`src/rtl/seg7_scan_driver.sv`:
```
// rtl/seg7_scan_driver.sv - time-multiplexed hex 7-segment scan driver with frame-aligned double buffering
// Optional: SEG7_LZS_EN enables leading-zero suppression on the active set.
module seg7_scan_driver #(
    parameter int DIGITS      = 4,
    parameter int REFRESH_DIV = 50000
) (
    input  logic                  clk,
    input  logic                  rst_n,
    input  logic                  load,
    input  logic [4*DIGITS-1:0]   value,
    input  logic [DIGITS-1:0]     dp,
    input  logic [DIGITS-1:0]     blank,
    output logic                  busy,
    output logic [6:0]            seg,
    output logic                  dp_out,
    output logic [DIGITS-1:0]     an,
    output logic                  frame_done
);

    localparam int CW = (REFRESH_DIV > 1) ? $clog2(REFRESH_DIV) : 1;
    localparam int IW = (DIGITS > 1) ? $clog2(DIGITS) : 1;
    localparam logic [CW-1:0] CNT_LAST = CW'(REFRESH_DIV - 1);
    localparam logic [IW-1:0] IDX_LAST = IW'(DIGITS - 1);

    function automatic logic [6:0] decode(input logic [3:0] nib);
        logic [6:0] s;
        case (nib)
            4'h0: s = 7'b0111111;
            4'h1: s = 7'b0000110;
            4'h2: s = 7'b1011011;
            4'h3: s = 7'b1001111;
            4'h4: s = 7'b1100110;
            4'h5: s = 7'b1101101;
            4'h6: s = 7'b1111101;
            4'h7: s = 7'b0000111;
            4'h8: s = 7'b1111111;
            4'h9: s = 7'b1101111;
            4'hA: s = 7'b1110111;
            4'hB: s = 7'b1111100;
            4'hC: s = 7'b0111001;
            4'hD: s = 7'b1011110;
            4'hE: s = 7'b1111001;
            default: s = 7'b1110001;
        endcase
        return s;
    endfunction

    logic [CW-1:0]         cnt_q, cnt_d;
    logic [IW-1:0]         idx_q, idx_d;
    logic                  busy_q, busy_d;
    logic [4*DIGITS-1:0]   sh_value_q, sh_value_d, act_value_q, act_value_d;
    logic [DIGITS-1:0]     sh_dp_q, sh_dp_d, act_dp_q, act_dp_d;
    logic [DIGITS-1:0]     sh_blank_q, sh_blank_d, act_blank_q, act_blank_d;
    logic [6:0]            seg_q, seg_d;
    logic                  dp_out_q, dp_out_d;
    logic [DIGITS-1:0]     an_q, an_d;
    logic                  frame_done_q, frame_done_d;

    logic                  tick, wrap;
    logic [DIGITS-1:0]     lz;
    logic [DIGITS-1:0]     blank_sh, dp_sh, lz_sh;
    logic [3:0]            nib;

    // Suppression looks at the active set as it will be after this edge, so
    // a freshly applied frame is suppressed correctly from digit 0 onward.
`ifdef SEG7_LZS_EN
    always_comb begin
        logic allz;
        allz = 1'b1;
        lz   = '0;
        for (int k = DIGITS - 1; k >= 0; k--) begin
            allz  = allz & (act_value_d[4*k +: 4] == 4'h0);
            lz[k] = allz & (k != 0);
        end
    end
`else
    assign lz = '0;
`endif

    always_comb begin
        tick = (cnt_q == CNT_LAST);
        wrap = tick && (idx_q == IDX_LAST);

        cnt_d = tick ? '0 : cnt_q + 1'b1;
        idx_d = idx_q;
        if (tick) begin
            idx_d = wrap ? '0 : idx_q + 1'b1;
        end

        sh_value_d = sh_value_q;
        sh_dp_d    = sh_dp_q;
        sh_blank_d = sh_blank_q;
        if (load) begin
            sh_value_d = value;
            sh_dp_d    = dp;
            sh_blank_d = blank;
        end
        busy_d = load | (busy_q & ~wrap);

        // The apply uses the pre-edge shadow, so a load on the wrap edge waits a frame.
        act_value_d = act_value_q;
        act_dp_d    = act_dp_q;
        act_blank_d = act_blank_q;
        if (wrap && busy_q) begin
            act_value_d = sh_value_q;
            act_dp_d    = sh_dp_q;
            act_blank_d = sh_blank_q;
        end

        blank_sh = act_blank_d >> idx_d;
        dp_sh    = act_dp_d >> idx_d;
        lz_sh    = lz >> idx_d;
        nib      = 4'(act_value_d >> {idx_d, 2'b00});

        an_d     = an_q;
        seg_d    = seg_q;
        dp_out_d = dp_out_q;
        if (tick) begin
            an_d     = DIGITS'(1) << idx_d;
            seg_d    = (blank_sh[0] | lz_sh[0]) ? 7'b0 : decode(nib);
            dp_out_d = dp_sh[0] & ~blank_sh[0];
        end
        frame_done_d = wrap;
    end

    always_ff @(posedge clk or negedge rst_n) begin
        if (!rst_n) begin
            cnt_q        <= '0;
            idx_q        <= '0;
            busy_q       <= 1'b0;
            sh_value_q   <= '0;
            sh_dp_q      <= '0;
            sh_blank_q   <= '1;
            act_value_q  <= '0;
            act_dp_q     <= '0;
            act_blank_q  <= '1;
            seg_q        <= '0;
            dp_out_q     <= 1'b0;
            an_q         <= DIGITS'(1);
            frame_done_q <= 1'b0;
        end else begin
            cnt_q        <= cnt_d;
            idx_q        <= idx_d;
            busy_q       <= busy_d;
            sh_value_q   <= sh_value_d;
            sh_dp_q      <= sh_dp_d;
            sh_blank_q   <= sh_blank_d;
            act_value_q  <= act_value_d;
            act_dp_q     <= act_dp_d;
            act_blank_q  <= act_blank_d;
            seg_q        <= seg_d;
            dp_out_q     <= dp_out_d;
            an_q         <= an_d;
            frame_done_q <= frame_done_d;
        end
    end

    assign busy       = busy_q;
    assign seg        = seg_q;
    assign dp_out     = dp_out_q;
    assign an         = an_q;
    assign frame_done = frame_done_q;

endmodule

```
`config.mk`:
```
export PLATFORM = sky130hd
export DESIGN_NAME = seg7_scan_driver
export DESIGN_NICKNAME = d
export VERILOG_FILES = /design/src/rtl/seg7_scan_driver.sv
export SDC_FILE = /design/constraint.sdc
export NUM_CORES = 1
export LEC_CHECK = 0
export ABC_AREA = 1
export CORE_MARGIN = 5
export CORE_UTILIZATION = 45
export DETAILED_ROUTE_END_ITERATION = 8
export DONT_BUFFER_PORTS = 1
export GPL_ROUTABILITY_DRIVEN = 0
export PLACE_DENSITY = 0.67
export SETUP_SLACK_MARGIN = 0.3
export SLEW_MARGIN = 20
export SYNTH_ARGS = -nofsm -noshare
export SYNTH_HDL_FRONTEND = slang
export SYNTH_SLANG_ARGS = --single-unit
export TNS_END_PERCENT = 50
```
`constraint.sdc`:
```
create_clock -name clk -period 3.15 [get_ports clk]
set_clock_uncertainty 0.1 [all_clocks]
set_input_delay 0.1575 -clock clk [delete_from_list [all_inputs] [get_ports clk]]
set_output_delay 0.1575 -clock clk [all_outputs]
set_load 0.01 [all_outputs]
```
-- Word-level counts from Yosys, hierarchy flattened
Memories as Yosys holds them, arrays and structs flattened.
Index checks and enable logic that the tools add are counted.
- add/sub/neg operators: 2
- eq/ne operators: 2
- shift-type cells: 5
- multiplexer cells: 7
- bitwise logic cells: 6
- reduce and logical (&&, ||, !) cells: 2
- operators by type and width (cell ; count):
    $mux W16 ; 2
    $add A16 B1 Y16 const B ; 1
    $eq A16 B16 Y1 const B ; 1
    $shr A16 B4 Y4 ; 1
    $mux W4 ; 2
    $shr A4 B2 Y1 ; 2
    $mux W7 ; 1
    $mux W2 ; 2
    $shl A1 B2 Y4 const A ; 1
    $add A2 B1 Y2 const B ; 1
    $and A1 B1 Y1 ; 2
    $eq A2 B2 Y1 const B ; 1
    $logic_and A1 B1 Y1 ; 2
    $not A1 Y1 ; 2
    $or A1 B1 Y1 ; 2
    $shr A1 B2 Y1 const A ; 1
- bits in registers: 80
- ROM bits: 112
- input bits: 27
- logic and storage cells: 38
- memories kept: 1
- memories (name ; depth ; width ; rd ports ; clocked after Yosys merged registers in ; write ports ; RTL line ; source):
    (name not given) ; 16 ; 7 ; 1 ; 0 ; 0 ; 27 ; case (nib)

-- Depth between registers and ports, before layout
Gate-level depths: netlist of run 1.
- depth in word-level cells: 7
- depth in mapped cells: 20
- gate-level depth less buffers: 19

-- Least setup slack after synthesis of run 1
No wires, ideal clock.
- path type: register to register
- start point: reg cnt_q[0]
- end point: reg seg_q[3] (netlist: seg[3])
- setup time: 0.117 ns
- arrival: 2.199 ns
- required time: 2.933 ns
- setup slack: 0.733 ns
- stages on the path, launching flop included: 18
- period minus slack after synthesis: 2.417 ns
- cells stage by stage: dfrtp_1 > ha_1 > nand3_2 > nor2_4 > nand2_2 > buf_6 > nand2_4 > nand2_4 > nand2_4 > inv_4 > nand2_1 > nand2_1 > nor2_1 > ha_1 > nand2_1 > nand3_1 > nand3_1 > nand2_1
- longest elaborated chain between the ends: 7
- ends and longest elaborated chain (what ; RTL line ; source):
    from (decl) ; 48 ; logic [CW-1:0] cnt_q, cnt_d;
    from (signal assigned) ; 142 ; cnt_q <= cnt_d;
    $eq A16 B16 Y1 (*) ; 81 ; tick = (cnt_q == CNT_LAST);
    $logic_and A1 B1 Y1 ; 82 ; wrap = tick && (idx_q == IDX_LAST);
    $mux W2 ; 87 ; idx_d = wrap ? '0 : idx_q + 1'b1;
    $mux W2 (*) ; 86 ; if (tick) begin
    named net idx_d[1] ; 49 ; logic [IW-1:0] idx_q, idx_d;
    $shr A16 B4 Y4, or another cell as far along ; 113 ; nib = 4'(act_value_d >> {idx_d, 2'b00});
    $mem_v2 Z16 W7 or $or A1 B1 Y1 (tied branches) ; n/a ;
    $mux W7 (*) ; 120 ; seg_d = (blank_sh[0] | lz_sh[0]) ? 7'b0 : decode(nib);
    to (signal assigned) ; 151 ; seg_q <= seg_d;
    to (decl) ; 54 ; logic [6:0] seg_q, seg_d;
Mark *: on every way through the listed nets, which the timed path passes. The rest lies on a longest branch.
A chain may end at the register's enable or synchronous reset.

-- Final worst setup path of run 1
- start point: reg cnt_q[7]
- end point: reg seg_q[3] (netlist: seg[3])
- longest elaborated chain between the ends: 7
- ends and longest elaborated chain (what ; RTL line):
    $eq A16 B16 Y1 (*) ; 81
    $logic_and A1 B1 Y1 ; 82
    $mux W2 or $logic_and A1 B1 Y1 (tied branches) ; 87, 104
    $mux W2, or another cell as far along ; 86
    $shr A16 B4 Y4, or another cell as far along ; 113
    $mem_v2 Z16 W7 or $or A1 B1 Y1 (tied branches) ; n/a
    $mux W7 ; 120
Mark *: on every way between the ends. The rest lies on a longest branch, timed or not.

==> flow_metrics.tcl, run 1 <==
set metrics [dict create \
    cp.required_ns 3.29 \
    rr_worst_depth 18 \
    port_buffers 0 \
    crit_type "reg -> reg" \
    cp_data_arrival_time_ns 2.78 \
    grt_pass1_wl_um 13900 \
    vias 3030 \
    synth_top_area_share_pct 43.9 \
    final_util_pct 55.9 \
    rows 34 \
    finalNonFillerCells 614 \
    place_hpwl_um 5590 \
    setup-violations-final 0 \
    ios 41 \
    multiInputGateArea_um2 1810 \
    tightest_slew_ns 0.472 \
    synthFlopType "dfrtp_1" \
    grt_usage_pct 15.4 \
    hold_viol 0 \
    clk_pin_slew_ns 0.10 \
    yosys.cell_types.count 35 \
    final_layout_size_suffix_gt1_share_pct 24.9 \
    fin_nets 536 \
    crit_top_cell "nand2_1" \
    synth-edff-count 0 \
    postSynthCellCount 452 \
    yosysSeqAreaShare_pct 49.8 \
    core_um2 8720 \
    antenna_found_initial 0 \
    cellLeakagePower_nw 2.56 \
    yosys_warnings 0 \
    power_density_nw_per_um2 406 \
    grt_max_degree 81 \
    first_pass_iters 4 \
    rrSetupSlack_ns 0.52 \
    drcViolationCount 0 \
    wl_per_cell_um 13.9 \
    hold_depth 2 \
    fp.dieW_um 105 \
    r2r-end "seg[3]$_DFFE_PN0N_" \
    r2r-start "cnt_q[7]$_DFF_PN0_" \
    die_area_um2 11000 \
    synth_async_sr_flop_share_pct 100 \
    hold_slack_ns 0.00615 \
    cts-root-buf "clkbuf_8" \
    drtIter0Drc 76 \
    postRouteWirelength_um 8550 \
    grt-ovfl-total 0 \
    syn_nets 487 \
    peakVddDrop_uv 219 \
    rsz0062_at_grt "false" \
    cts-buffers-inserted 9 \
    cts_max_path_buffers 2 \
    fillers 771 \
    synthTopCellsByArea "dfrtp_1, nand2_1, dfstp_2" \
    start_kind "flop" \
    post-route-period-util_pct 83.6 \
    outcome "finished, final reports clean" \
    startpoint "cnt_q[7]$_DFF_PN0_" \
    cp-end-kind "flop" \
    die_h_um 105 \
    min_path_type "in -> reg" \
    crit_path_max_incr_delay_ns 0.45 \
    start_util_pct 46.4 \
    period_needed_ns 2.63 \
    area_growth_pct 20.4 \
    endpoint "seg[3]$_DFFE_PN0N_" \
    antenna_cells 0 \
    synth_top_area_cell "dfrtp_1" \
    regArea_um2 2010 \
    fmax_mhz 380 \
    synth_seq_cells 80 \
    h-tree-depth 3 \
    relSlewSlack_pct 68.2 \
    grt_pass1_vias 2969 \
    slew_viol_final 0 \
    vias_per_cell 4.93 \
    final_common_cell "nand2_1" \
    max_cap_viol_count 0 \
    final_cell_mix "nand2_1, dfrtp_1, inv_1" \
    placed_cells 553 \
    total_power_mw 1.98 \
    syn_avg_cell_area_um2 8.95 \
    syn-cell-area_um2 4050 \
    slowest_stage "dfrtp_1" \
    crit_chain "nor2_4 -> nand2_2 -> nor2_4 -> buf_4 -> nand3_2 -> nand2_4 -> nand2_1 -> inv_2 -> nand2_1 -> nand2_1 -> inv_1 -> nand2_2 -> ha_4 -> inv_1 -> nand2_1 -> nand3_1 -> nand3_1 -> nand2_1" \
    clock_latency_ns 0.36 \
    cts_tree "built" \
    ant_nets 0 \
    cts.sinks 80 \
    cp_max_fo 6 \
    finalSetupTns_ns 0 \
]
[layer usage]
layer,global-route usage [%],part of all wire [%],up-vias
met3,4.44,5.1,7
met5,0,0,-
met2,26.5,50,45
met1,18.8,44,1458
met4,4.66,0.87,0
li1,-,-,1520
[logic make-up after synthesis]
family	share of synthesized area, %
AO/OA/AOI/OAI	5.23
XOR/XNOR	0.433
adder cells (fa/ha/maj)	2.47
buffers and inverters	7.67
flip-flops	49.8
multiplexers	5.01
AND/OR/NAND/NOR	29.4
[flip-flops by register name, indices dropped and copies added (netlist names)]
name	cells
act_value_q	16
cnt_q	16
sh_value_q	16
seg	7
act_blank_q	4
act_dp_q	4
an	4
sh_blank_q	4
sh_dp_q	4
idx_q	2
busy	1
dp_out	1
frame_done	1
[worst min path at each step]
stage | start | to | slack [ns]
global route | load | sh_value_q[12]$_DFFE_PN0P_ | 0.02
CTS | load | sh_value_q[4]$_DFFE_PN0P_ | 0.002
detailed placement | rst_n | cnt_q[1]$_DFF_PN0_ | -0.23
finish | load | sh_value_q[4]$_DFFE_PN0P_ | 0.006
floorplan | rst_n | act_dp_q[0]$_DFF_PN0_ | -0.24
global placement | rst_n | frame_done$_DFF_PN0_ | -0.24
[worst max-delay path: cells and delay by family, from the launching register on]
family	cells	cell delay, ns
and+or+nand+nor	13	1.37
DFF	1	0.45
adders and majority gates	1	0.17
buffers and inverters	4	0.40
[metrics by stage]
| step | instance area [um^2] | setup slack (ns) |
|---|---|---|
| detailed placement | 4140 | 0.272 |
| finish | 4870 | 0.516 |
| CTS | 4690 | 0.332 |
| global route | 4870 | 0.296 |
| global placement | 4140 | 0.407 |
| floorplan | 4050 | 0.733 |
[what timing repair did]
item,in CTS,in global routing
gates cloned,1,1
setup buffers,1,13
hold buffers,29,0
gates resized for setup,0,16
endpoints found under the setup margin,5,8
hold endpoints to repair,105,0
pin swaps,2,6
[synthesized netlist by cell type, types with 9 or more instances]
library cell and count:
mux2_2 18, nand3_1 21, inv_1 59, o21ai_0 16, nand2_2 16, nor2_1 21
dfstp_2 9, nand2_4 9, dfrtp_1 71, o21ai_1 15, nand2_1 126
[cell type report]
| cell class | instances | share of cell area, % |
|---|---|---|
| Sequential cell | 80 | 41.3 |
| Multi-Input combinational cell | 297 | 37.2 |
| Timing Repair Buffer | 45 | 9.14 |
| Inverter | 68 | 5.29 |
| Tap cell | 108 | 2.77 |
| Clock buffer | 9 | 2.54 |
| Clock inverter | 7 | 1.75 |
[where the power goes]
part / switching (mW) / total, mW / internal [mW] / leakage (nW)
clock network: 0.422 / 0.805 / 0.383 / 0.100
registers: 0.0161 / 1.08 / 1.06 / 1.02
logic: 0.0432 / 0.0968 / 0.0535 / 1.43
total: 0.482 / 1.98 / 1.50 / 2.56
No activity file was read; power rests on OpenSTA's default activity.
==> run 2: changes to the inputs <==
==> constraint.sdc (replaced) <==
create_clock -name clk -period 2.45 [get_ports clk]
set_clock_uncertainty 0.1 [all_clocks]
set_input_delay 0.1225 -clock clk [delete_from_list [all_inputs] [get_ports clk]]
set_output_delay 0.1225 -clock clk [all_outputs]
set_load 0.01 [all_outputs]
==> run 2 against run 1 <==
The flow now finishes with violations (setup timing). Count of clock-buffer cells in the layout grew 2. Sequential power grew 29%. Clock power grew 27%. Critical endpoint unchanged. Critical path type unchanged. Combinational power grew 44%. Highest routed layer unchanged.
==> flow_metrics.tcl, run 2 (synthesis gave the netlist of run 1 again) <==
set metrics [dict create \
    slew_viol_final 0 \
    die_area_um2 11000 \
    start_util_pct 46.4 \
    final_layout_size_suffix_gt1_share_pct 38.8 \
    power_density_nw_per_um2 461 \
    crit_chain "nor2_4 -> nand2_2 -> nor2_4 -> buf_4 -> nand3_4 -> nand2_8 -> nor2_4 -> nand2_1 -> nand2_4 -> nor2_4 -> buf_12 -> ha_4 -> nand2_1 -> nand3_1 -> nand3_1 -> nand2_1" \
    grt_pass1_vias 3278 \
    cts.sinks 80 \
    relSlewSlack_pct 73.3 \
    regArea_um2 2010 \
    setup_slack_ns -0.0127 \
    die_h_um 105 \
    fillers 669 \
    finalNonFillerCells 649 \
    first_pass_iters 4 \
    grt_usage_pct 17.0 \
    antenna_cells 0 \
    crit_path_max_incr_delay_ns 0.44 \
    drcViolationCount 0 \
    crit_top_cell "nor2_4" \
    tightest_slew_ns 0.401 \
    finalSetupTns_ns -0.0211 \
    slowest_stage "dfrtp_2" \
    peakVddDrop_uv 321 \
    fin_nets 571 \
    cp-end-kind "flop" \
    clk_pin_slew_ns 0.08 \
    postRouteWirelength_um 9630 \
    antenna_found_initial 0 \
    cp.required_ns 2.61 \
    rsz0062_at_grt "true" \
    grt-ovfl-total 0 \
    max_cap_viol_count 0 \
    multiInputGateArea_um2 2120 \
    place_hpwl_um 5870 \
    final_common_cell "nand2_1" \
    drtIter0Drc 108 \
    start_kind "flop" \
    hold_viol 0 \
    grt_pass1_wl_um 15400 \
    ios 41 \
    cts-root-buf "clkbuf_8" \
    largestRegisters "act_value_q (16), cnt_q (16), sh_value_q (16)" \
    cellLeakagePower_nw 2.78 \
    port_buffers 0 \
    cts_max_path_buffers 2 \
    pre_cts_ws_ns -0.0198 \
    vias 3265 \
    rows 34 \
    area_growth_pct 36.3 \
    setup-violations-final 2 \
    cp_data_arrival_time_ns 2.62 \
    period_needed_ns 2.46 \
    min_path_type "in -> reg" \
    violations "setup timing" \
    ant_nets 0 \
    crit_type "reg -> reg" \
    fp.dieW_um 105 \
    core_um2 8720 \
    final_cell_mix "nand2_1, dfrtp_1, inv_1" \
    post-route-period-util_pct 101 \
    cp_max_fo 5 \
    outcome "finished, violations left" \
    cts_tree "built" \
    wl_per_cell_um 14.8 \
    grt_max_degree 81 \
    h-tree-depth 3 \
    cts-buffers-inserted 9 \
    fmax_mhz 406 \
    clock_latency_ns 0.36 \
    vias_per_cell 5.03 \
    placed_cells 578 \
    hold_slack_ns 0.00887 \
]
[run 2: changes by cell type in the layout (fill, tap and decap cells not counted), moves of 4 or more]
cell / before / now
buf_6: 2 / 7
ha_4: 3 / 8
nor2_4: 6 / 10
dlygate4sd3_1: 27 / 34
nand2_2: 16 / 26
o21ai_2: 0 / 14
ha_1: 5 / 0
nand2_1: 125 / 110
nand3_1: 21 / 15
buf_4: 14 / 36
o21ai_1: 15 / 2
inv_2: 9 / 13
nor2_1: 19 / 13
inv_1: 58 / 53
[run 2: per-layer routing]
layer	vias to the layer above	part of all wire, %	GRT usage (%)
met5	-	0	0
met4	0	1.5	6.12
met3	13	3.8	3.27
met2	57	53	30.2
met1	1611	42	20.4
li1	1584	-	-
[run 2: final timing paths]
kind,start,end,slack [ns],cells after the start
worst min-delay path,load,busy$_DFF_PN0_,0.009,2
worst max-delay path,cnt_q[7]$_DFF_PN0_,seg[3]$_DFFE_PN0N_,-0.01,16
worst min register to register,act_value_q[1]$_DFF_PN0_,act_value_q[1]$_DFF_PN0_,0.38,2
worst max register to register,cnt_q[7]$_DFF_PN0_,seg[3]$_DFFE_PN0N_,-0.01,16
min in group asynchronous,rst_n,sh_dp_q[3]$_DFFE_PN0P_,0.21,2
max in group asynchronous,rst_n,sh_blank_q[1]$_DFFE_PN1P_,1.68,2
[run 2: final cells by class]
type	count	area share (%)
flip-flops and latches	80	36.5
repair buffers	81	14.0
multi-input cells	296	38.5
inverters	68	4.81
clock inverters	5	1.13
well taps	108	2.45
clock buffers	11	2.56
[run 2: timing repair]
action | 4_1_cts | 5_1_grt
resized for setup | 21 | 64
endpoints found under the setup margin | 9 | 12
hold buffers | 36 | 0
pin swaps | 15 | 41
endpoints found under the hold margin | 105 | 0
gates cloned | 0 | 1
setup buffers | 6 | 12
[run 2: critical path: cells and delay by family (launching register included)]
kind,cells,cell delay [ns]
adder cells (fa/ha/maj),1,0.20
flip-flops,1,0.44
AND/OR/NAND/NOR,13,1.30
buffers and inverters,2,0.32
[run 2: report_power, final]
part	internal [mW]	total, mW	switching [mW]
registers	1.36	1.39	0.0234
clock network	0.506	1.02	0.509
logic	0.0786	0.139	0.0602
total	1.95	2.54	0.593
[run 2: per-stage QoR]
stage | power (mW) | util (%) | area (um^2)
2_1_floorplan | 1.45 | - | 4130
4_1_cts | 2.56 | 59.0 | 5150
3_3_place_gp | 1.45 | 50.5 | 4410
3_5_place_dp | 1.46 | 50.5 | 4410
5_1_grt | 2.64 | 63.2 | 5520
6_report | 2.54 | 63.2 | 5520
==> run 3: changes to the inputs <==
--- a/config.mk
+++ b/config.mk
@@ -6,6 +6,7 @@
 export NUM_CORES = 1
 export LEC_CHECK = 0
 export ABC_AREA = 1
+export CORE_ASPECT_RATIO = 0.6
 export CORE_MARGIN = 5
 export CORE_UTILIZATION = 45
 export DETAILED_ROUTE_END_ITERATION = 8
==> run 3 against run 2 <==
The flow now finishes without violations. Via count decreased by 3.8%. Final cell count decreased by 1.8%. Flip-flop and latch count unchanged. Register-to-register slack improved by 0.03 ns. Clock power increased by 33%. Hold slack got worse by 0.0020 ns. Combinational power decreased by 11%. Critical path type unchanged. Highest routed layer unchanged.
==> flow_metrics.tcl, run 3 (synthesis gave the netlist of run 1 again) <==
set metrics [dict create \
    port_buffers 0 \
    grt_usage_pct 17.1 \
    cts-root-buf "clkbuf_16" \
    clk_pin_slew_ns 0.06 \
    slew_viol_final 0 \
    cts_tree "built" \
    cp_max_fo 8 \
    die_area_um2 11000 \
    final_layout_size_suffix_gt1_share_pct 35.4 \
    worstHoldStart "load" \
    hold_viol 0 \
    cp.required_ns 2.58 \
    grt_pass1_wl_um 15200 \
    slowest_stage "dfrtp_1" \
    grt_pass1_vias 3010 \
    antenna_cells 0 \
    area_growth_pct 32.6 \
    h-tree-depth 3 \
    tightest_slew_ns 0.388 \
    fmax_mhz 411 \
    design_area_um2 5370 \
    ios 41 \
    start_util_pct 46.9 \
    wl_per_cell_um 14.9 \
    relSlewSlack_pct 74.1 \
    cts-buffers-inserted 9 \
    rrSetupSlack_ns 0.02 \
    start_kind "flop" \
    final_cell_mix "nand2_1, dfrtp_1, inv_1" \
    first_pass_iters 4 \
    outcome "finished, final reports clean" \
    core_um2 8620 \
    switching_share_pct 20.8 \
    cp_data_arrival_time_ns 2.57 \
    ant_nets 0 \
    vias_per_cell 4.93 \
    cp-end-kind "flop" \
    cellLeakagePower_nw 2.74 \
    power_frac_comb_pct 4.3 \
    power_density_nw_per_um2 535 \
    antenna_found_initial 0 \
    fin_nets 555 \
    max_cap_viol_count 0 \
    pwr-share-clk_pct 47.3 \
    rsz0062_at_grt "true" \
    cts.sinks 80 \
    clock_latency_ns 0.34 \
    r2r-start "cnt_q[1]$_DFF_PN0_" \
    rows 26 \
    cts_max_path_buffers 2 \
    crit_type "reg -> reg" \
    fillers 695 \
    fp.dieW_um 132 \
    post-route-period-util_pct 99.4 \
    setup-violations-final 0 \
    post_dp_cell_area_um2 4370 \
    crit_top_cell "nand2_1" \
    power_switching_mw 0.596 \
    final_common_cell "nand2_1" \
    drcViolationCount 0 \
    peakVddDrop_uv 338 \
    min_path_type "in -> reg" \
    drtIter0Drc 182 \
    place_hpwl_um 6080 \
    grt-ovfl-total 0 \
    startpoint "cnt_q[1]$_DFF_PN0_" \
    hold_slack_ns 0.00687 \
    grt_max_degree 81 \
    vias 3141 \
    period_needed_ns 2.43 \
    postRouteWirelength_um 9480 \
    p_seq_share_pct 48.3 \
    internal_power_mw 2.27 \
    crit_path_max_incr_delay_ns 0.38 \
    die_h_um 83.4 \
    crit_chain "ha_4 -> nand3_4 -> nor2_4 -> nand4_4 -> buf_8 -> nand2_4 -> o21ai_2 -> nand2_1 -> nand2_2 -> nor2_4 -> buf_12 -> ha_4 -> inv_1 -> nand2_1 -> nand3_1 -> nand3_1 -> nand2_1" \
    largestRegisters "act_value_q (16), cnt_q (16), sh_value_q (16)" \
]
## run 3: final cells by class
type,count,area (um^2),area share (%)
multi-input cells,295,2020,37.6
flip-flops and latches,80,2010,37.5
repair buffers,66,629,11.7
inverters,68,263,4.90
clock buffers,13,260,4.85
well taps,112,140,2.61
clock inverters,3,40.0,0.746
## run 3: power by group through the flow
stage                     registers (mW)  clock network, mW  logic [mW]
final                               1.39               1.36       0.124
after global routing                1.39               1.45       0.139
after CTS                           1.39               1.39       0.125
after detailed placement            1.41                  0      0.0476
after global placement              1.41                  0      0.0453
after floorplan                     1.40                  0      0.0468
## run 3: per-layer routing
layer | share of wire (%) | track usage, % | vias up
met3 | 6.6 | 5.68 | 16
met5 | 0 | 0 | -
met1 | 47 | 23.9 | 1484
li1 | - | - | 1553
met4 | 1.7 | 5.64 | 0
met2 | 45 | 24.8 | 88
## run 3: worst paths after layout
check / endpoint / cells past startpoint
setup / recovery: seg[3]$_DFFE_PN0N_ / 17
hold / removal: sh_value_q[4]$_DFFE_PN0P_ / 2
setup reg to reg: seg[3]$_DFFE_PN0N_ / 17
hold reg to reg: act_value_q[8]$_DFF_PN0_ / 2
min in group asynchronous: sh_dp_q[2]$_DFFE_PN0P_ / 2
max in group asynchronous: act_blank_q[2]$_DFF_PN1_ / 2
## run 3: what timing repair did
item | 4_1_cts | 5_1_grt
buffers inserted | 12 | 6
gates resized for setup | 13 | 49
pin swaps | 10 | 31
hold endpoints to repair | 105 | 0
setup endpoints to repair | 8 | 12
hold buffers | 27 | 0
## run 3: metrics by stage
step / TNS [ns] / total power [mW] / worst slack [ns] / instances / util, %
after floorplan: 0 / 1.45 / 0.199 / 452 / -
after global placement: 0 / 1.45 / 0.0211 / 576 / 50.6
after detailed placement: -0.0495 / 1.46 / -0.0263 / 576 / 50.6
after CTS: 0 / 2.90 / 0.0341 / 631 / 59.4
after global routing: -0.786 / 2.98 / -0.143 / 637 / 62.2
final: 0 / 2.87 / 0.0154 / 637 / 62.2
## run 3: worst max-delay path, delay by kind of cell, from the launching register on
family                     cells  cell delay (ns)
buffers and inverters          3             0.38
adders and majority gates      2             0.31
DFF                            1             0.38
AOI/OAI and AO/OA              1             0.06
and+or+nand+nor               11             1.10
